===== src/rtl/fp_mult_pipe.sv =====
// rtl/fp_mult_pipe.sv - 3-stage pipelined floating-point multiplier, flush-to-zero, round-to-nearest-even
module fp_mult_pipe #(
    parameter int EXP_W = 8,
    parameter int MAN_W = 23
) (
    input  logic                 clk,
    input  logic                 rst_n,
    input  logic [EXP_W+MAN_W:0] a,
    input  logic [EXP_W+MAN_W:0] b,
    input  logic                 in_valid,
    output logic                 in_ready,
    output logic [EXP_W+MAN_W:0] y,
    output logic                 out_valid,
    input  logic                 out_ready,
    output logic [2:0]           flags
);
    localparam int W  = 1 + EXP_W + MAN_W;
    localparam int PW = 2 * (MAN_W + 1);
    localparam int XW = EXP_W + 2;
    localparam logic [XW-1:0] BIAS_X  = XW'((1 << (EXP_W - 1)) - 1);
    localparam logic [XW-1:0] EXP_SAT = XW'((1 << EXP_W) - 1);
    localparam logic [1:0] CLS_NORM = 2'd0;
    localparam logic [1:0] CLS_ZERO = 2'd1;
    localparam logic [1:0] CLS_INF  = 2'd2;
    localparam logic [1:0] CLS_NAN  = 2'd3;

    function automatic logic [1:0] classify(input logic [EXP_W-1:0] e, input logic [MAN_W-1:0] m);
        if (e == '1)
            classify = (m == '0) ? CLS_INF : CLS_NAN;
        else if (e == '0)
            classify = CLS_ZERO;
        else
            classify = CLS_NORM;
    endfunction

    logic            adv;
    logic [1:0]      cls_a, cls_b, cls_ab;

    logic            s1_valid_q, s1_valid_d;
    logic            s1_sign_q, s1_sign_d;
    logic [1:0]      s1_cls_q, s1_cls_d;
    logic [XW-1:0]   s1_exp_q, s1_exp_d;
    logic [MAN_W:0]  s1_ma_q, s1_ma_d;
    logic [MAN_W:0]  s1_mb_q, s1_mb_d;

    logic            s2_valid_q, s2_valid_d;
    logic            s2_sign_q, s2_sign_d;
    logic [1:0]      s2_cls_q, s2_cls_d;
    logic [XW-1:0]   s2_exp_q, s2_exp_d;
    logic [PW-1:0]   s2_prod_q, s2_prod_d;

    logic            out_valid_q, out_valid_d;
    logic [W-1:0]    y_q, y_d;
    logic [2:0]      flags_q, flags_d;

    logic            msb, guard, sticky, rnd;
    logic [PW-2:0]   norm;
    logic [MAN_W-1:0] man_t;
    logic [MAN_W:0]  man_r;
    logic [XW-1:0]   exp_f;
    logic [W-1:0]    res_y;
    logic [2:0]      res_flags;

    // S3: normalise, round, then resolve special classes and exponent range
    always_comb begin
        msb    = s2_prod_q[PW-1];
        norm   = msb ? s2_prod_q[PW-2:0] : {s2_prod_q[PW-3:0], 1'b0};
        man_t  = norm[PW-2 -: MAN_W];
        guard  = norm[MAN_W];
        sticky = |norm[MAN_W-1:0];
        rnd    = guard & (sticky | man_t[0]);
        man_r  = {1'b0, man_t} + {{MAN_W{1'b0}}, rnd};
        exp_f  = s2_exp_q + {{(XW-1){1'b0}}, msb} + {{(XW-1){1'b0}}, man_r[MAN_W]};
        res_y     = '0;
        res_flags = 3'b000;
        case (s2_cls_q)
            CLS_NAN: begin
                res_y     = {1'b0, {EXP_W{1'b1}}, 1'b1, {(MAN_W-1){1'b0}}};
                res_flags = 3'b100;
            end
            CLS_INF:  res_y = {s2_sign_q, {EXP_W{1'b1}}, {MAN_W{1'b0}}};
            CLS_ZERO: res_y = {s2_sign_q, {(W-1){1'b0}}};
            default: begin
                if ($signed(exp_f) >= $signed(EXP_SAT)) begin
                    res_y     = {s2_sign_q, {EXP_W{1'b1}}, {MAN_W{1'b0}}};
                    res_flags = 3'b010;
                end else if (exp_f[XW-1] || exp_f == '0) begin
                    res_y     = {s2_sign_q, {(W-1){1'b0}}};
                    res_flags = 3'b001;
                end else begin
                    res_y = {s2_sign_q, exp_f[EXP_W-1:0], man_r[MAN_W-1:0]};
                end
            end
        endcase
    end

    always_comb begin
        adv   = !out_valid_q || out_ready;
        cls_a = classify(a[W-2 -: EXP_W], a[MAN_W-1:0]);
        cls_b = classify(b[W-2 -: EXP_W], b[MAN_W-1:0]);
        if (cls_a == CLS_NAN || cls_b == CLS_NAN ||
            (cls_a == CLS_ZERO && cls_b == CLS_INF) || (cls_a == CLS_INF && cls_b == CLS_ZERO))
            cls_ab = CLS_NAN;
        else if (cls_a == CLS_INF || cls_b == CLS_INF)
            cls_ab = CLS_INF;
        else if (cls_a == CLS_ZERO || cls_b == CLS_ZERO)
            cls_ab = CLS_ZERO;
        else
            cls_ab = CLS_NORM;

        s1_valid_d  = s1_valid_q;
        s1_sign_d   = s1_sign_q;
        s1_cls_d    = s1_cls_q;
        s1_exp_d    = s1_exp_q;
        s1_ma_d     = s1_ma_q;
        s1_mb_d     = s1_mb_q;
        s2_valid_d  = s2_valid_q;
        s2_sign_d   = s2_sign_q;
        s2_cls_d    = s2_cls_q;
        s2_exp_d    = s2_exp_q;
        s2_prod_d   = s2_prod_q;
        out_valid_d = out_valid_q;
        y_d         = y_q;
        flags_d     = flags_q;

        // Whole pipe moves as one; a stalled output freezes every stage
        if (adv) begin
            s1_valid_d = in_valid;
            if (in_valid) begin
                s1_sign_d = a[W-1] ^ b[W-1];
                s1_cls_d  = cls_ab;
                s1_exp_d  = XW'(a[W-2 -: EXP_W]) + XW'(b[W-2 -: EXP_W]) - BIAS_X;
                s1_ma_d   = {1'b1, a[MAN_W-1:0]};
                s1_mb_d   = {1'b1, b[MAN_W-1:0]};
            end
            s2_valid_d = s1_valid_q;
            if (s1_valid_q) begin
                s2_sign_d = s1_sign_q;
                s2_cls_d  = s1_cls_q;
                s2_exp_d  = s1_exp_q;
                s2_prod_d = PW'(s1_ma_q) * PW'(s1_mb_q);
            end
            out_valid_d = s2_valid_q;
            if (s2_valid_q) begin
                y_d     = res_y;
                flags_d = res_flags;
            end
        end
    end

    always_ff @(posedge clk or negedge rst_n) begin
        if (!rst_n) begin
            s1_valid_q  <= 1'b0;
            s1_sign_q   <= 1'b0;
            s1_cls_q    <= CLS_ZERO;
            s1_exp_q    <= '0;
            s1_ma_q     <= '0;
            s1_mb_q     <= '0;
            s2_valid_q  <= 1'b0;
            s2_sign_q   <= 1'b0;
            s2_cls_q    <= CLS_ZERO;
            s2_exp_q    <= '0;
            s2_prod_q   <= '0;
            out_valid_q <= 1'b0;
            y_q         <= '0;
            flags_q     <= 3'b000;
        end else begin
            s1_valid_q  <= s1_valid_d;
            s1_sign_q   <= s1_sign_d;
            s1_cls_q    <= s1_cls_d;
            s1_exp_q    <= s1_exp_d;
            s1_ma_q     <= s1_ma_d;
            s1_mb_q     <= s1_mb_d;
            s2_valid_q  <= s2_valid_d;
            s2_sign_q   <= s2_sign_d;
            s2_cls_q    <= s2_cls_d;
            s2_exp_q    <= s2_exp_d;
            s2_prod_q   <= s2_prod_d;
            out_valid_q <= out_valid_d;
            y_q         <= y_d;
            flags_q     <= flags_d;
        end
    end

    assign in_ready  = adv;
    assign out_valid = out_valid_q;
    assign y         = y_q;
    assign flags     = flags_q;

endmodule


===== config.mk =====
export PLATFORM = sky130hd
export DESIGN_NAME = fp_mult_pipe
export DESIGN_NICKNAME = d
export VERILOG_FILES = /design/src/rtl/fp_mult_pipe.sv
export SDC_FILE = /design/constraint.sdc
export NUM_CORES = 2
export LEC_CHECK = 0
export ABC_AREA = 1
export CAP_MARGIN = 40
export CORE_ASPECT_RATIO = 0.5
export CORE_MARGIN = 1.5
export CORE_UTILIZATION = 45
export DETAILED_ROUTE_END_ITERATION = 8
export PLACE_DENSITY_LB_ADDON = 0.05
export SLEW_MARGIN = 20
export SYNTH_ARGS = -nofsm -noshare
export SYNTH_HDL_FRONTEND = slang
export SYNTH_SLANG_ARGS = --single-unit

===== constraint.sdc =====
create_clock -name clk -period 8.89 [get_ports clk]
set_input_delay 2.2225 -clock clk [delete_from_list [all_inputs] [get_ports clk]]
set_output_delay 2.2225 -clock clk [all_outputs]
set_load 0.005 [all_outputs]

==> impl_results.rst <==
.. list-table::
   :header-rows: 1

   * - Metric
     - Value
   * - Max Clock Freq
     - 137 MHz
   * - Number of buffers added by the clock tree synthesis step
     - 17
   * - Synthesized area per cell
     - 7.34 sq um
   * - Height of the die
     - 181 microns
   * - RD Place Congestion
     - 0.923
   * - Setup violators final
     - 0
   * - Worst-case clock buffer depth
     - 2
   * - Mapped Nets
     - 4632
   * - Worst R2R Setup Slack
     - 1.62 ns
   * - Kind of launch point of the worst setup path
     - flop
   * - Cells after synthesis
     - 3889
   * - Aggregate global routing overflow
     - 0
   * - Share of final-layout standard cells stronger than drive strength 1
     - 3.18%
   * - Final hold violation count
     - 0
   * - GRT Resource Usage Total
     - 28.2%
   * - Critical-path top delay cell
     - dfrtp_1
   * - Family with the most delay on the worst path
     - adder cells
   * - Core box area
     - 62900 sq um
   * - Synthesis-to-layout area growth
     - 9.13%
   * - Worst Setup Slack, final
     - 1.62 ns
   * - Final clock skew
     - 0.0126 ns
   * - Routed wirelength normalized by instance count
     - 18.4 microns
   * - Share of the synthesized area in the top cell type
     - 34.0%
   * - Synth Area in Adders
     - 42.3%
   * - Setup repair after global routing missed its margin
     - no
   * - N_diodes
     - 0
   * - Clock-pin slew on the worst setup and hold paths
     - 0.07 ns
   * - Count of buffers from port buffering
     - 104
   * - Tightest hold margin
     - 0.469 ns
   * - Initial antenna violation count
     - 2
   * - Routed wire length
     - 87000 microns
   * - Remaining antenna violation count after routing
     - 0
   * - Root cell of the clock tree
     - clkbuf_16
   * - TritonCTS clock tree
     - built
   * - Wire length of the first global-routing pass
     - 141000 microns
   * - DRC violation count after routing
     - 0
   * - Parity-gate share of the synthesized area counting xor and xnor cells
     - 1.29%
   * - Primary flip-flop cell chosen by synthesis mapping
     - dfrtp_1
   * - Cell types with the largest area share after synthesis
     - fa_1 34%, nand2_1 15%, inv_1 14%, dfrtp_1 14%, ha_1 8.4%
   * - Full die area
     - 65000 sq um
   * - Worst setup EP type
     - flop
   * - Type of the tightest min-delay check
     - flop to flop
   * - Worst slack at placement
     - 1.75 ns
   * - Initial DRC Count
     - 1766
   * - Synthesized flop and latch total
     - 159
   * - Number of cell rows
     - 65
   * - HPWL reported at the end of detailed placement
     - 71300 microns
   * - Arr. time, crit path
     - 7.62 ns
   * - CP Max Fanout
     - 17
   * - Max-Cap Viols
     - 0
   * - Status
     - completed
   * - Die X-Extent
     - 359 microns
   * - Post-Synth Simple-Gate Area
     - 21.6%
   * - Number of warning messages in the yosys log
     - 0
   * - Distinct cells, synth
     - 40
   * - Worst setup path category
     - flop to flop
   * - H-tree depth
     - 4
   * - Dominant cell type by area after synthesis
     - fa_1
   * - Multiplexer fraction of the synthesized cell area
     - 0%
   * - Vias
     - 23301
   * - Cells along the critical path
     - buf_4, nand2_1, fa_1, fa_1, inv_1, fa_1, inv_1, fa_1, inv_1, fa_1, fa_1, inv_1, fa_1, inv_1, ha_1, a21oi_1, o21ai_0, a21oi_1, nand3_1, or2_2, nand3_1, nand2_1
   * - DR pass1 iterations
     - 6
   * - Worst slew margin relative to its limit
     - 41.9%
   * - Compound-gate portion of the synthesized area
     - 4.28%
   * - Aggregate negative setup slack
     - 0 ns
   * - Netlist area before placement
     - 28500 sq um
   * - Number of enable-type register cells in the synthesized netlist
     - 0
   * - Post-detailed-route via-to-cell ratio
     - 4.92
   * - Main combinational cell family by area after synthesis
     - adder cells
   * - Layout net count
     - 4631
   * - Endpoint required time on the critical path
     - 9.24 ns
   * - Synth top cells by count
     - 1168 x nand2_1, 1065 x inv_1, 484 x fa_1
   * - Min Clock Period, post-route
     - 7.27 ns
   * - Clock sinks
     - 159
   * - Initial core utilization
     - 45.4%
   * - Filler cells
     - 6376
   * - Post-Layout Inst Area
     - 31100 sq um
   * - Ratio of final minimum period to clock period
     - 81.8%
   * - Slew at the pin with the worst max-slew slack
     - 0.871 ns
   * - Sum of buffers and inverters on the critical path
     - 6
   * - Number of resized instances in the post-cts repair step
     - 0
   * - Slew Limit Fails
     - 0
   * - Library cell with the highest instance count after synthesis
     - nand2_1
   * - I/O pin total
     - 105
   * - Fraction of registers with async set/reset
     - 100%
   * - Number of global-route vias before repair
     - 24419
   * - Most common cell on crit path
     - fa_1
   * - CP peak stage delay
     - 0.82 ns
   * - Share of the yosys chip area belonging to registers
     - 14.0%
   * - Buffers inserted during post-CTS setup optimization
     - 0
   * - Clock latency on the worst-skew pair
     - 0.47 ns
   * - Hold-fix buffer count after cts
     - 0
   * - Pin count of the biggest net entering global routing
     - 88
   * - Placed Instance Area
     - 30500 sq um
-- through the flow --
| stage | util [%] | instances |
|---|---|---|
| 3_3_place_gp | 48.2 | 4694 |
| 5_1_grt | 49.5 | 4738 |
| 3_5_place_dp | 48.6 | 4706 |
| 6_report | 49.5 | 4738 |
| 2_1_floorplan | - | 3889 |
| 4_1_cts | 49.5 | 4738 |
-- tightest hold or removal path, cell delays in order, from the launching register on --
cell and delay [ns]:
dfstp_2 0.37, nand2_1 0.05, nand2_1 0.05
-- layout by cell type, fill, tap and decap left out, types with 4 or more instances in the layout --
| master | netlist | final |
|---|---|---|
| buf_16 | 0 | 4 |
| o21ai_0 | 145 | 145 |
| ha_1 | 191 | 191 |
| xor2_1 | 18 | 18 |
| buf_8 | 0 | 6 |
| xnor2_1 | 21 | 21 |
| nor2_4 | 3 | 4 |
| nand2_1 | 1168 | 1167 |
| clkdlybuf4s50_1 | 0 | 103 |
| fa_1 | 484 | 484 |
| o21bai_1 | 9 | 9 |
| dfrtp_1 | 157 | 154 |
| buf_4 | 3 | 48 |
| inv_1 | 1065 | 1065 |
| a21oi_1 | 72 | 72 |
| nand4_1 | 53 | 53 |
| nor3_1 | 17 | 17 |
| clkbuf_16 | 0 | 17 |
| nand3b_1 | 10 | 10 |
| or2_2 | 9 | 9 |
| and2_1 | 4 | 4 |
| nor2_1 | 153 | 151 |
| nand3_1 | 98 | 98 |
| clkinv_4 | 0 | 4 |
-- cell type report --
cell class	instances	area, sq um	share of cell area (%)
clock inverter	12	151	0.486
clock buffer	20	457	1.47
sequential	159	3990	12.8
inverter	1069	4010	12.9
multi-input combinational	2477	19800	63.7
tap	837	1050	3.36
timing repair buffer	164	1640	5.28
-- per-layer routing --
layer  global-route usage [%]  share of wire, %  vias up
met3                     6.35               7.8       63
met1                     43.2                50    11415
met5                        0             0.015        -
met2                     40.7                40      665
li1                         -                 -    11156
met4                     4.87               1.4        2
-- state kept, by name, summed over array words and instances (netlist names) --
name / flops
s1_sign_q: 1
s2_sign_q: 1
s1_cls_q: 2
out_valid: 1
s1_exp_q: 10
y: 32
s2_exp_q: 10
s2_cls_q: 2
s1_ma_q: 24
s2_valid_q: 1
s2_prod_q: 48
s1_valid_q: 1
s1_mb_q: 23
flags: 3
-- cells by family (layout without fill, tap and decap cells) --
family,count (synthesis),in the layout
simple gates,1526,1526
buf+inv,1253,1265
fa+ha+maj,675,675
compound gates,236,236
flops,159,159
xor+xnor,40,40
-- worst paths after layout --
kind,endpoint,depth (start not counted),startpoint
max in group asynchronous,s1_cls_q[0]$_DFFE_PN1P_,3,rst_n
min in group asynchronous,s2_prod_q[2]$_DFFE_PN0P_,1,rst_n
worst max-delay path,s2_prod_q[24]$_DFFE_PN0P_,22,s1_mb_q[10]$_DFFE_PN0P_
worst max register to register,s2_prod_q[24]$_DFFE_PN0P_,22,s1_mb_q[10]$_DFFE_PN0P_
worst min-delay path,s1_cls_q[0]$_DFFE_PN1P_,2,s1_cls_q[0]$_DFFE_PN1P_
worst min register to register,s1_cls_q[0]$_DFFE_PN1P_,2,s1_cls_q[0]$_DFFE_PN1P_
Power is not shown: default switching activity piles up to over one toggle a cycle in this logic, so the estimate is an artifact.
